`src/rtl/aes_block_arbiter.sv`:
```
// aes_block_arbiter
//   Round-robin scheduler sharing one stacker / AES core / unstacker pipeline
//   between N_REQ 32-bit requester streams. The ingress is granted to one
//   requester for exactly one 128-bit block (4 words). The owner of each
//   block is queued in a tag FIFO so the 4 returned words can be steered
//   back to the requester that issued them.
//
// Ports
//   clk_i, rst_ni        clock, asynchronous active-low reset
//   clr_i                synchronous clear, same effect as reset
//   enable_i             0: all valid/ready outputs forced low, state held
//   req_valid_i/word_i   per-requester ingress stream (word r at [32r+31:32r])
//   req_ready_o          per-requester ingress ready
//   stk_valid_o/word_o   word stream towards the stacker
//   stk_ready_i          stacker ready
//   ret_valid_i/word_i   word stream from the unstacker
//   ret_ready_o          ready towards the unstacker
//   rsp_valid_o          per-requester response valid
//   rsp_word_o           ret_word_i broadcast to every requester slice
//   rsp_ready_i          per-requester response ready
//   busy_o               ingress locked or blocks in flight (registered)
//   err_o                sticky: return beat seen with no block in flight
module aes_block_arbiter #(
    parameter int N_REQ     = 2,
    parameter int TAG_DEPTH = 4
) (
    input  logic                  clk_i,
    input  logic                  rst_ni,
    input  logic                  clr_i,
    input  logic                  enable_i,
    input  logic [N_REQ-1:0]      req_valid_i,
    input  logic [32*N_REQ-1:0]   req_word_i,
    output logic [N_REQ-1:0]      req_ready_o,
    output logic                  stk_valid_o,
    output logic [31:0]           stk_word_o,
    input  logic                  stk_ready_i,
    input  logic                  ret_valid_i,
    input  logic [31:0]           ret_word_i,
    output logic                  ret_ready_o,
    output logic [N_REQ-1:0]      rsp_valid_o,
    output logic [32*N_REQ-1:0]   rsp_word_o,
    input  logic [N_REQ-1:0]      rsp_ready_i,
    output logic                  busy_o,
    output logic                  err_o
);

    localparam int IW = (N_REQ > 1) ? $clog2(N_REQ) : 1;
    localparam int PW = (TAG_DEPTH > 1) ? $clog2(TAG_DEPTH) : 1;
    localparam int CW = PW + 1;

    typedef enum logic [0:0] {
        S_IDLE,
        S_LOCKED
    } state_t;

    // Index base+off wrapped into 0..N_REQ-1 (N_REQ need not be a power of two).
    function automatic logic [IW-1:0] wrap_idx(input logic [IW-1:0] base, input int off);
        int s;
        s = int'(base) + off;
        if (s >= N_REQ) s = s - N_REQ;
        return IW'(s);
    endfunction

    state_t          state_q, state_d;
    logic [IW-1:0]   grant_q, grant_d;
    logic [IW-1:0]   ptr_q, ptr_d;
    logic [1:0]      in_cnt_q, in_cnt_d;
    logic [1:0]      out_cnt_q, out_cnt_d;
    logic [PW-1:0]   wr_ptr_q, wr_ptr_d;
    logic [PW-1:0]   rd_ptr_q, rd_ptr_d;
    logic [CW-1:0]   count_q, count_d;
    logic            busy_q, busy_d;
    logic            err_q, err_d;

    logic [IW-1:0]   tags [TAG_DEPTH];

    logic            fifo_full, fifo_empty;
    logic [IW-1:0]   head;
    logic [IW-1:0]   cand;
    logic [IW-1:0]   pick_idx;
    logic            pick_found;
    logic            push, pop;
    logic            in_hs, out_hs;

    assign fifo_full  = (count_q == CW'(TAG_DEPTH));
    assign fifo_empty = (count_q == '0);
    assign head       = tags[rd_ptr_q];

    // Round-robin pick: first valid requester starting at ptr_q.
    // NOTE: every variable written in an always_comb gets a default at the top,
    // so no path can leave it unassigned and infer a latch.
    always_comb begin
        pick_found = 1'b0;
        pick_idx   = ptr_q;
        cand       = '0;
        for (int i = 0; i < N_REQ; i++) begin
            cand = wrap_idx(ptr_q, i);
            if (!pick_found && req_valid_i[cand]) begin
                pick_found = 1'b1;
                pick_idx   = cand;
            end
        end
    end

    assign push   = enable_i && (state_q == S_IDLE) && pick_found && !fifo_full;
    assign in_hs  = enable_i && (state_q == S_LOCKED) && req_valid_i[grant_q] && stk_ready_i;
    assign out_hs = enable_i && !fifo_empty && ret_valid_i && rsp_ready_i[head];
    assign pop    = out_hs && (out_cnt_q == 2'd3);

    // Ingress datapath: purely combinational, no added latency.
    always_comb begin
        req_ready_o = '0;
        stk_valid_o = 1'b0;
        stk_word_o  = req_word_i[32*grant_q +: 32];
        if (enable_i && state_q == S_LOCKED) begin
            req_ready_o[grant_q] = stk_ready_i;
            stk_valid_o          = req_valid_i[grant_q];
        end
    end

    // Egress datapath: the head tag selects the receiving requester.
    always_comb begin
        rsp_valid_o = '0;
        ret_ready_o = 1'b0;
        if (enable_i && !fifo_empty) begin
            rsp_valid_o[head] = ret_valid_i;
            ret_ready_o       = rsp_ready_i[head];
        end
    end

    assign rsp_word_o = {N_REQ{ret_word_i}};

    // Ingress FSM next state.
    always_comb begin
        state_d  = state_q;
        grant_d  = grant_q;
        ptr_d    = ptr_q;
        in_cnt_d = in_cnt_q;
        unique case (state_q)
            S_IDLE: begin
                if (push) begin
                    grant_d  = pick_idx;
                    in_cnt_d = 2'd0;
                    state_d  = S_LOCKED;
                end
            end
            S_LOCKED: begin
                // A stalled requester keeps the lock until all 4 beats pass.
                if (in_hs) begin
                    in_cnt_d = in_cnt_q + 2'd1;
                    if (in_cnt_q == 2'd3) begin
                        state_d = S_IDLE;
                        ptr_d   = wrap_idx(grant_q, 1);
                    end
                end
            end
            default: state_d = S_IDLE;
        endcase
    end

    // Tag FIFO bookkeeping, egress beat counter and status flags.
    always_comb begin
        wr_ptr_d  = push ? wr_ptr_q + PW'(1) : wr_ptr_q;
        rd_ptr_d  = pop  ? rd_ptr_q + PW'(1) : rd_ptr_q;
        out_cnt_d = out_hs ? out_cnt_q + 2'd1 : out_cnt_q;
        unique case ({push, pop})
            2'b10:   count_d = count_q + CW'(1);
            2'b01:   count_d = count_q - CW'(1);
            default: count_d = count_q;
        endcase
        busy_d = (state_d == S_LOCKED) || (count_d != '0);
        err_d  = err_q || (enable_i && fifo_empty && ret_valid_i);
    end

    // NOTE: sequential state uses non-blocking assignments only, so every
    // register samples the pre-edge values regardless of statement order.
    always_ff @(posedge clk_i or negedge rst_ni) begin
        if (!rst_ni) begin
            state_q   <= S_IDLE;
            grant_q   <= '0;
            ptr_q     <= '0;
            in_cnt_q  <= '0;
            out_cnt_q <= '0;
            wr_ptr_q  <= '0;
            rd_ptr_q  <= '0;
            count_q   <= '0;
            busy_q    <= 1'b0;
            err_q     <= 1'b0;
        end else if (clr_i) begin
            state_q   <= S_IDLE;
            grant_q   <= '0;
            ptr_q     <= '0;
            in_cnt_q  <= '0;
            out_cnt_q <= '0;
            wr_ptr_q  <= '0;
            rd_ptr_q  <= '0;
            count_q   <= '0;
            busy_q    <= 1'b0;
            err_q     <= 1'b0;
        end else begin
            state_q   <= state_d;
            grant_q   <= grant_d;
            ptr_q     <= ptr_d;
            in_cnt_q  <= in_cnt_d;
            out_cnt_q <= out_cnt_d;
            wr_ptr_q  <= wr_ptr_d;
            rd_ptr_q  <= rd_ptr_d;
            count_q   <= count_d;
            busy_q    <= busy_d;
            err_q     <= err_d;
        end
    end

    // NOTE: the tag storage has no reset; entries are only read after being
    // written, and the FIFO pointers/count alone define what is valid.
    always_ff @(posedge clk_i) begin
        if (push && !clr_i) begin
            tags[wr_ptr_q] <= pick_idx;
        end
    end

    assign busy_o = busy_q;
    assign err_o  = err_q;

endmodule

```
`config.mk`:
```
export PLATFORM = sky130hd
export DESIGN_NAME = aes_block_arbiter
export DESIGN_NICKNAME = d
export VERILOG_FILES = /design/src/rtl/aes_block_arbiter.sv
export SDC_FILE = /design/constraint.sdc
export NUM_CORES = 1
export LEC_CHECK = 0
export ABC_AREA = 1
export BUFFER_PORTS_ARGS = -buffer_cell sky130_fd_sc_hd__buf_2
export CORE_MARGIN = 3
export CORE_UTILIZATION = 30
export CTS_BUF_LIST = sky130_fd_sc_hd__clkbuf_8
export DETAILED_ROUTE_END_ITERATION = 7
export PLACE_DENSITY_LB_ADDON = 0.15
export SLEW_MARGIN = 20
export SYNTH_ARGS = -nofsm -noshare
export SYNTH_HDL_FRONTEND = slang
export SYNTH_SLANG_ARGS = --single-unit
```
`constraint.sdc`:
```
create_clock -name clk_i -period 5.5 [get_ports clk_i]
set_input_delay 0.275 -clock clk_i [delete_from_list [all_inputs] [get_ports clk_i]]
set_output_delay 0.275 -clock clk_i [all_outputs]
set_load 0.05 [all_outputs]
```
After elaboration in Yosys (flattened, before gate mapping)
Memory sizes are Yosys's and may differ from the RTL's.
Cells that the tools add are included.
{"block": "word_totals", "regBits": 16, "ramBits": 4, "inputBits": 106, "out_inout_bits": 104, "wordCells": 127, "mem_count": 1}
{"block": "op_classes", "add_sub_neg": 11, "n_lt_le_gt_ge": 9, "eq_ne": 8, "shifts": 1, "muxes": 51, "n_bitwise": 3, "reduce_logical": 33}
{"memory": "tags", "depth": 4, "width": 1, "read_ports": 1, "rd_ports_with_merged_regs": 0, "write_ports": 1, "line_no": "75", "source": "logic [IW-1:0] tags [TAG_DEPTH];"}
{"operator": "64-bit by 7-bit indexed part select with 32-bit output", "count": 1}
{"operator": "1-bit two-way mux", "count": 34}
{"operator": "2-bit two-way mux", "count": 11}
{"operator": "1-bit logical AND", "count": 16}
{"operator": "2-bit nonzero test", "count": 6}
{"operator": "2-bit by 1-bit adder with 2-bit output, second input constant", "count": 4}
{"operator": "1-bit by 2-bit less-than comparator with 1-bit output, second input constant", "count": 4}
{"operator": "2-bit == test, second input constant", "count": 3}
{"operator": "3-bit one-hot mux with 2 select lines", "count": 1}
{"operator": "1-bit by 1-bit adder with 2-bit output, second input constant", "count": 2}
{"operator": "2-bit AND", "count": 2}
{"operator": "2-bit >= comparator, second input constant", "count": 2}
{"operator": "1-bit zero test", "count": 4}
{"operator": "2-bit one-hot mux with 2 select lines", "count": 1}
{"operator": "2-bit AND reduction", "count": 2}
{"operator": "3-bit by 1-bit adder with 3-bit output, second input constant", "count": 1}
{"operator": "3-bit == test, second input constant", "count": 1}
{"operator": "3-bit zero test", "count": 1}
{"operator": "3-bit two-way mux", "count": 1}
{"operator": "3-bit by 2-bit inequality test with 1-bit output, second input constant", "count": 1}
{"operator": "3-bit inequality test, second input constant", "count": 1}
{"operator": "3-bit AND reduction", "count": 1}
{"operator": "3-bit nonzero test", "count": 1}
{"operator": "1-bit subtractor, second input constant", "count": 3}
{"operator": "other kinds (9)", "count": 12}

Logic depth before layout (Yosys ltp)
{"block": "logic_depth", "ltp_word": 15, "ltp_mapped": 17, "ltp_nobuf": 17}

Worst setup path before layout
Ideal clock, no wire load.
{"block": "synth_timing", "kind": "register to register", "from": "reg rd_ptr_q[0]", "to": "reg busy_q, in the netlist busy_o", "setup_time_ns": 0.123, "t_arrival_ns": 1.984, "required_time_ns": 5.377, "slack_ns": 3.393, "path_stages_with_launch": 16, "path_buffers": 0, "period_less_slack_ns": 2.107, "path_cell_list": "dfrtp_1 -> nand2_1 -> nand3_2 -> nand2_2 -> nand2_2 -> nand2_4 -> nand3_4 -> inv_1 -> ha_1 -> inv_1 -> fa_1 -> nand2_1 -> o21ai_0 -> nand2_1 -> o21ai_0 -> nand2_1"}
{"block": "synth_via", "elab_chain_cells": 10, "elab_cells_between_ends": 11, "cone_classes": "eq/ne: 2; mux: 4; reduce/logical: 4; memory: 1"}
{"element": "start: declaration", "line_no": "70", "source": "logic [PW-1:0] rd_ptr_q, rd_ptr_d;"}
{"element": "start signal: assignment", "line_no": "207", "source": "rd_ptr_q <= rd_ptr_d;"}
{"element": "memory read 4 x 1 bit (*)"}
{"element": "1-bit two-way mux (not written as such) (*) (2 in a row)", "line_no": "107", "source": "assign out_hs = enable_i && !fifo_empty && ret_valid_i && rsp_ready_i[head];"}
{"element": "1-bit logical AND (*)", "line_no": "107"}
{"element": "1-bit logical AND (*)", "line_no": "108", "source": "assign pop = out_hs && (out_cnt_q == 2'd3);"}
{"element": "2-bit by 1-bit == test with 1-bit output or 2-bit == test (tied branches)", "line_no": "166", "source": "unique case ({push, pop})"}
{"element": "3-bit one-hot mux with 2 select lines (*)", "line_no": "166"}
{"element": "3-bit nonzero test (*)", "line_no": "171", "source": "busy_d = (state_d == S_LOCKED) || (count_d != '0);"}
{"element": "1-bit logical OR (*)", "line_no": "171"}
{"element": "1-bit two-way mux (*)", "line_no": "189", "source": "end else if (clr_i) begin"}
{"element": "end signal: assignment", "line_no": "209", "source": "busy_q <= busy_d;"}
{"element": "end: declaration", "line_no": "72", "source": "logic busy_q, busy_d;"}
Mark *: on every way between the ends. The rest lies on a longest branch, timed or not. The select of a mux whose other input is x is not followed.
A chain may end at the register's enable or synchronous reset.

Final worst setup path
Ends and elaborated chain as after synthesis.

==> results.sh <==
export IMPL_p_leak_nw=1.35
export IMPL_htreeDepth=1
export IMPL_utilization_pct=35.3
export IMPL_synth_top_area_cell="buf_4"
export IMPL_vias=1817
export IMPL_final_cell_mix="nand2_1, buf_2, inv_1, nor2_1, dfrtp_1"
export IMPL_critPathKind="register to register"
export IMPL_path_common_cell="nand2_1"
export IMPL_clk_pin_slew_ps=80
export IMPL_totalWireLength_mm=5.36
export IMPL_die_w_um=89.6
export IMPL_rows=29
export IMPL_cp_slowest_stage_delay_ps=480
export IMPL_dieArea_um2=8020
export IMPL_syn_avg_cell_area_um2=6.65
export IMPL_io_pins=210
export IMPL_start_util_pct=31.9
export IMPL_crit_chain="inv_2, nand2_1, nand3_2, nand2_2, nand2_2, nand2_4, nand3_4, inv_1, ha_1, inv_1, fa_1, nand2_1, o21ai_0, nand2_1, o21ai_0, nand2_1"
export IMPL_fillers=721
export IMPL_powerDensity_nw_per_um2=199
export IMPL_maxSlewHeadroom_pct=74.4
export IMPL_worst_slack_ps=3240
export IMPL_final_hold_violation_count=0
export IMPL_antenna_left=0
export IMPL_drv_slew=0
export IMPL_grt_max_degree=36
export IMPL_wl_per_cell_um=11.8
export IMPL_postCtsSetupBuffers=0
export IMPL_clkLatencyLatePin_ps=260
export IMPL_firstDrtPassIters=4
export IMPL_fin_nets=477
export IMPL_cp_arrival_ps=2410
export IMPL_grt_pass1_wl_mm=7.91
export IMPL_synth_edf_count=4
export IMPL_drc_errors=0
export IMPL_worstMarginPinSlew_ps=381
export IMPL_maxCapViolations=0
export IMPL_cts_buffers=3
export IMPL_synth_area_top_cells="buf_4, nand2_1, dfrtp_1"
export IMPL_synthToLayoutAreaGrowth_pct=10.7
export IMPL_worstHoldStart="clr_i"
export IMPL_fmax_mhz=442
export IMPL_syn_inst=315
export IMPL_crit_path_end_kind="register"
export IMPL_synth_net_count=429
export IMPL_drive_gt1_share_pct=38.4
export IMPL_coreArea_um2=6570
export IMPL_portBuffers=113
export IMPL_ys_async_sr_fraction_pct=80.0
export IMPL_via_per_inst=3.99
export IMPL_critPathSlowestCell="fa_1"
export IMPL_status="finished, final reports clean"
export IMPL_crit_start="rd_ptr_q[0]"
export IMPL_synth_top_cell_area_share_pct=22.9
export IMPL_met3_usage_pct=4.20
export IMPL_place_ws_ps=3230
export IMPL_yosysWarningCount=0
export IMPL_dp_hpwl_mm=4.30
export IMPL_r2r_start="rd_ptr_q[0]"
export IMPL_cp_required_ps=5650
export IMPL_cts_tree="yes"
export IMPL_gr_usage_met2_pct=18.2
export IMPL_grt_pass1_vias=1678
export IMPL_layout_commonest_cell="nand2_1"
export IMPL_grt_util_met1_pct=17.6
export IMPL_grt_overflow=0
export IMPL_whs_ps=292
export IMPL_gr_usage_all_layers_pct=12.5
export IMPL_busiest_layer="met2"
export IMPL_holdCritPathClass="primary input to register"
export IMPL_cp_max_fo=5
export IMPL_cts_buffer_depth=2
export IMPL_diodes=0
export IMPL_die_y_um=89.6
export IMPL_root_buffer="clkbuf_8"
export IMPL_finalSetupViolCount=0
export IMPL_synthesis_area_um2=2100
export IMPL_drtIter0Drc=57
export IMPL_fin_worst_skew_ps=3.40
export IMPL_rsz0062_at_grt="no"
export IMPL_critPathLaunchType="register"
export IMPL_ys_ff_latch=20
export IMPL_synth_cell_types=31
export IMPL_fin_setup_tns_ps=0
export IMPL_clkSinkCount=20
export IMPL_post_route_min_period_ps=2260
export IMPL_vdd_drop_max_v=0.0000585
export IMPL_synthFlopType="dfrtp_1"
export IMPL_antenna_found_initial=0
export IMPL_finalCritPeriodShare_pct=41.2
export IMPL_finalWeightedCongestion=0.738
export IMPL_seq_area_frac_synth_pct=24.8
==> synth_stat cells, types with 2 or more instances <==
master and number:
inv_2 3, nand3b_1 2, nand3_1 5, edfxtp_1 4, o21ai_1 3, nor2_2 4
nand2_1 128, inv_1 23, ha_1 7, a21oi_1 3, nor2_1 17, nand3_2 3
clkbuf_1 6, nor3_1 3, xor2_1 2, dfrtp_1 16, buf_4 64, o21ai_0 5
nand2_2 5
==> kinds of logic after synthesis <==
logic type               Yosys count  synth area share [%]
buffers and inverters            100                  30.1
AND/OR/NAND/NOR                  169                  34.1
adder cells (fa/ha/maj)            8                  5.13
XOR/XNOR                           3                  1.25
flip-flops                        20                  24.8
AO/OA/AOI/OAI                     15                  4.60
==> power breakdown <==
| group | total (mW) | switching (mW) | internal [mW] |
|---|---|---|---|
| registers | 0.165 | 0.00544 | 0.159 |
| clock network | 0.0987 | 0.0490 | 0.0497 |
| logic | 0.200 | 0.145 | 0.0553 |
==> worst paths after layout <==
check	endpoint	slack [ps]	cells past startpoint
max in group asynchronous	ptr_q	4750	2
min in group asynchronous	busy_o	470	2
min reg2reg	err_o	500	1
min	count_q[2]	290	2
max	busy_o	3240	16
max reg2reg	busy_o	3240	16
==> per-stage QoR <==
step,instances,cell area (um^2),power (mW)
2_1_floorplan,315,2100,0.430
3_3_place_gp,450,2270,0.368
3_5_place_dp,450,2270,0.368
4_1_cts,455,2320,0.471
5_1_grt,455,2320,0.495
6_report,455,2320,0.463
==> worst max-delay path, delay by kind of cell, from the launching register on <==
kind                     cells  cell delay [ps]
flip-flops                   1              430
AO/OA/AOI/OAI                2              260
AND/OR/NAND/NOR              9              670
adder cells (fa/ha/maj)      2              610
buffers and inverters        3              180
==> registers in the layout, indices dropped and copies added (netlist names) <==
register / flops
count_q: 3
out_cnt_q: 2
state_q: 1
wr_ptr_q: 2
err_o: 1
ptr_q: 1
tags: 4
in_cnt_q: 2
rd_ptr_q: 2
busy_o: 1
grant_q: 1
==> timing repair <==
action,CTS,global route
resized for setup,0,0
endpoints found under the hold margin,16,0
hold buffers,1,0
==> layer usage <==
metal	share of wire (%)	routed length (um)	vias to the layer above
li1	-	-	984
met1	44	2370	740
met2	46	2460	89
met3	8.8	472	4
met4	1.2	63	0
met5	0	0	-
==> final cells by class <==
type / count / area, um^2 / share of cell area [%]
inverter: 28 / 111 / 4.80
tap: 93 / 116 / 5.01
clock buffer: 3 / 41.3 / 1.78
clock inverter: 1 / 3.75 / 0.162
timing repair buffer: 115 / 583 / 25.1
sequential: 20 / 520 / 22.4
multi-input combinational: 195 / 945 / 40.7
(Power assumes the default switching activity.)
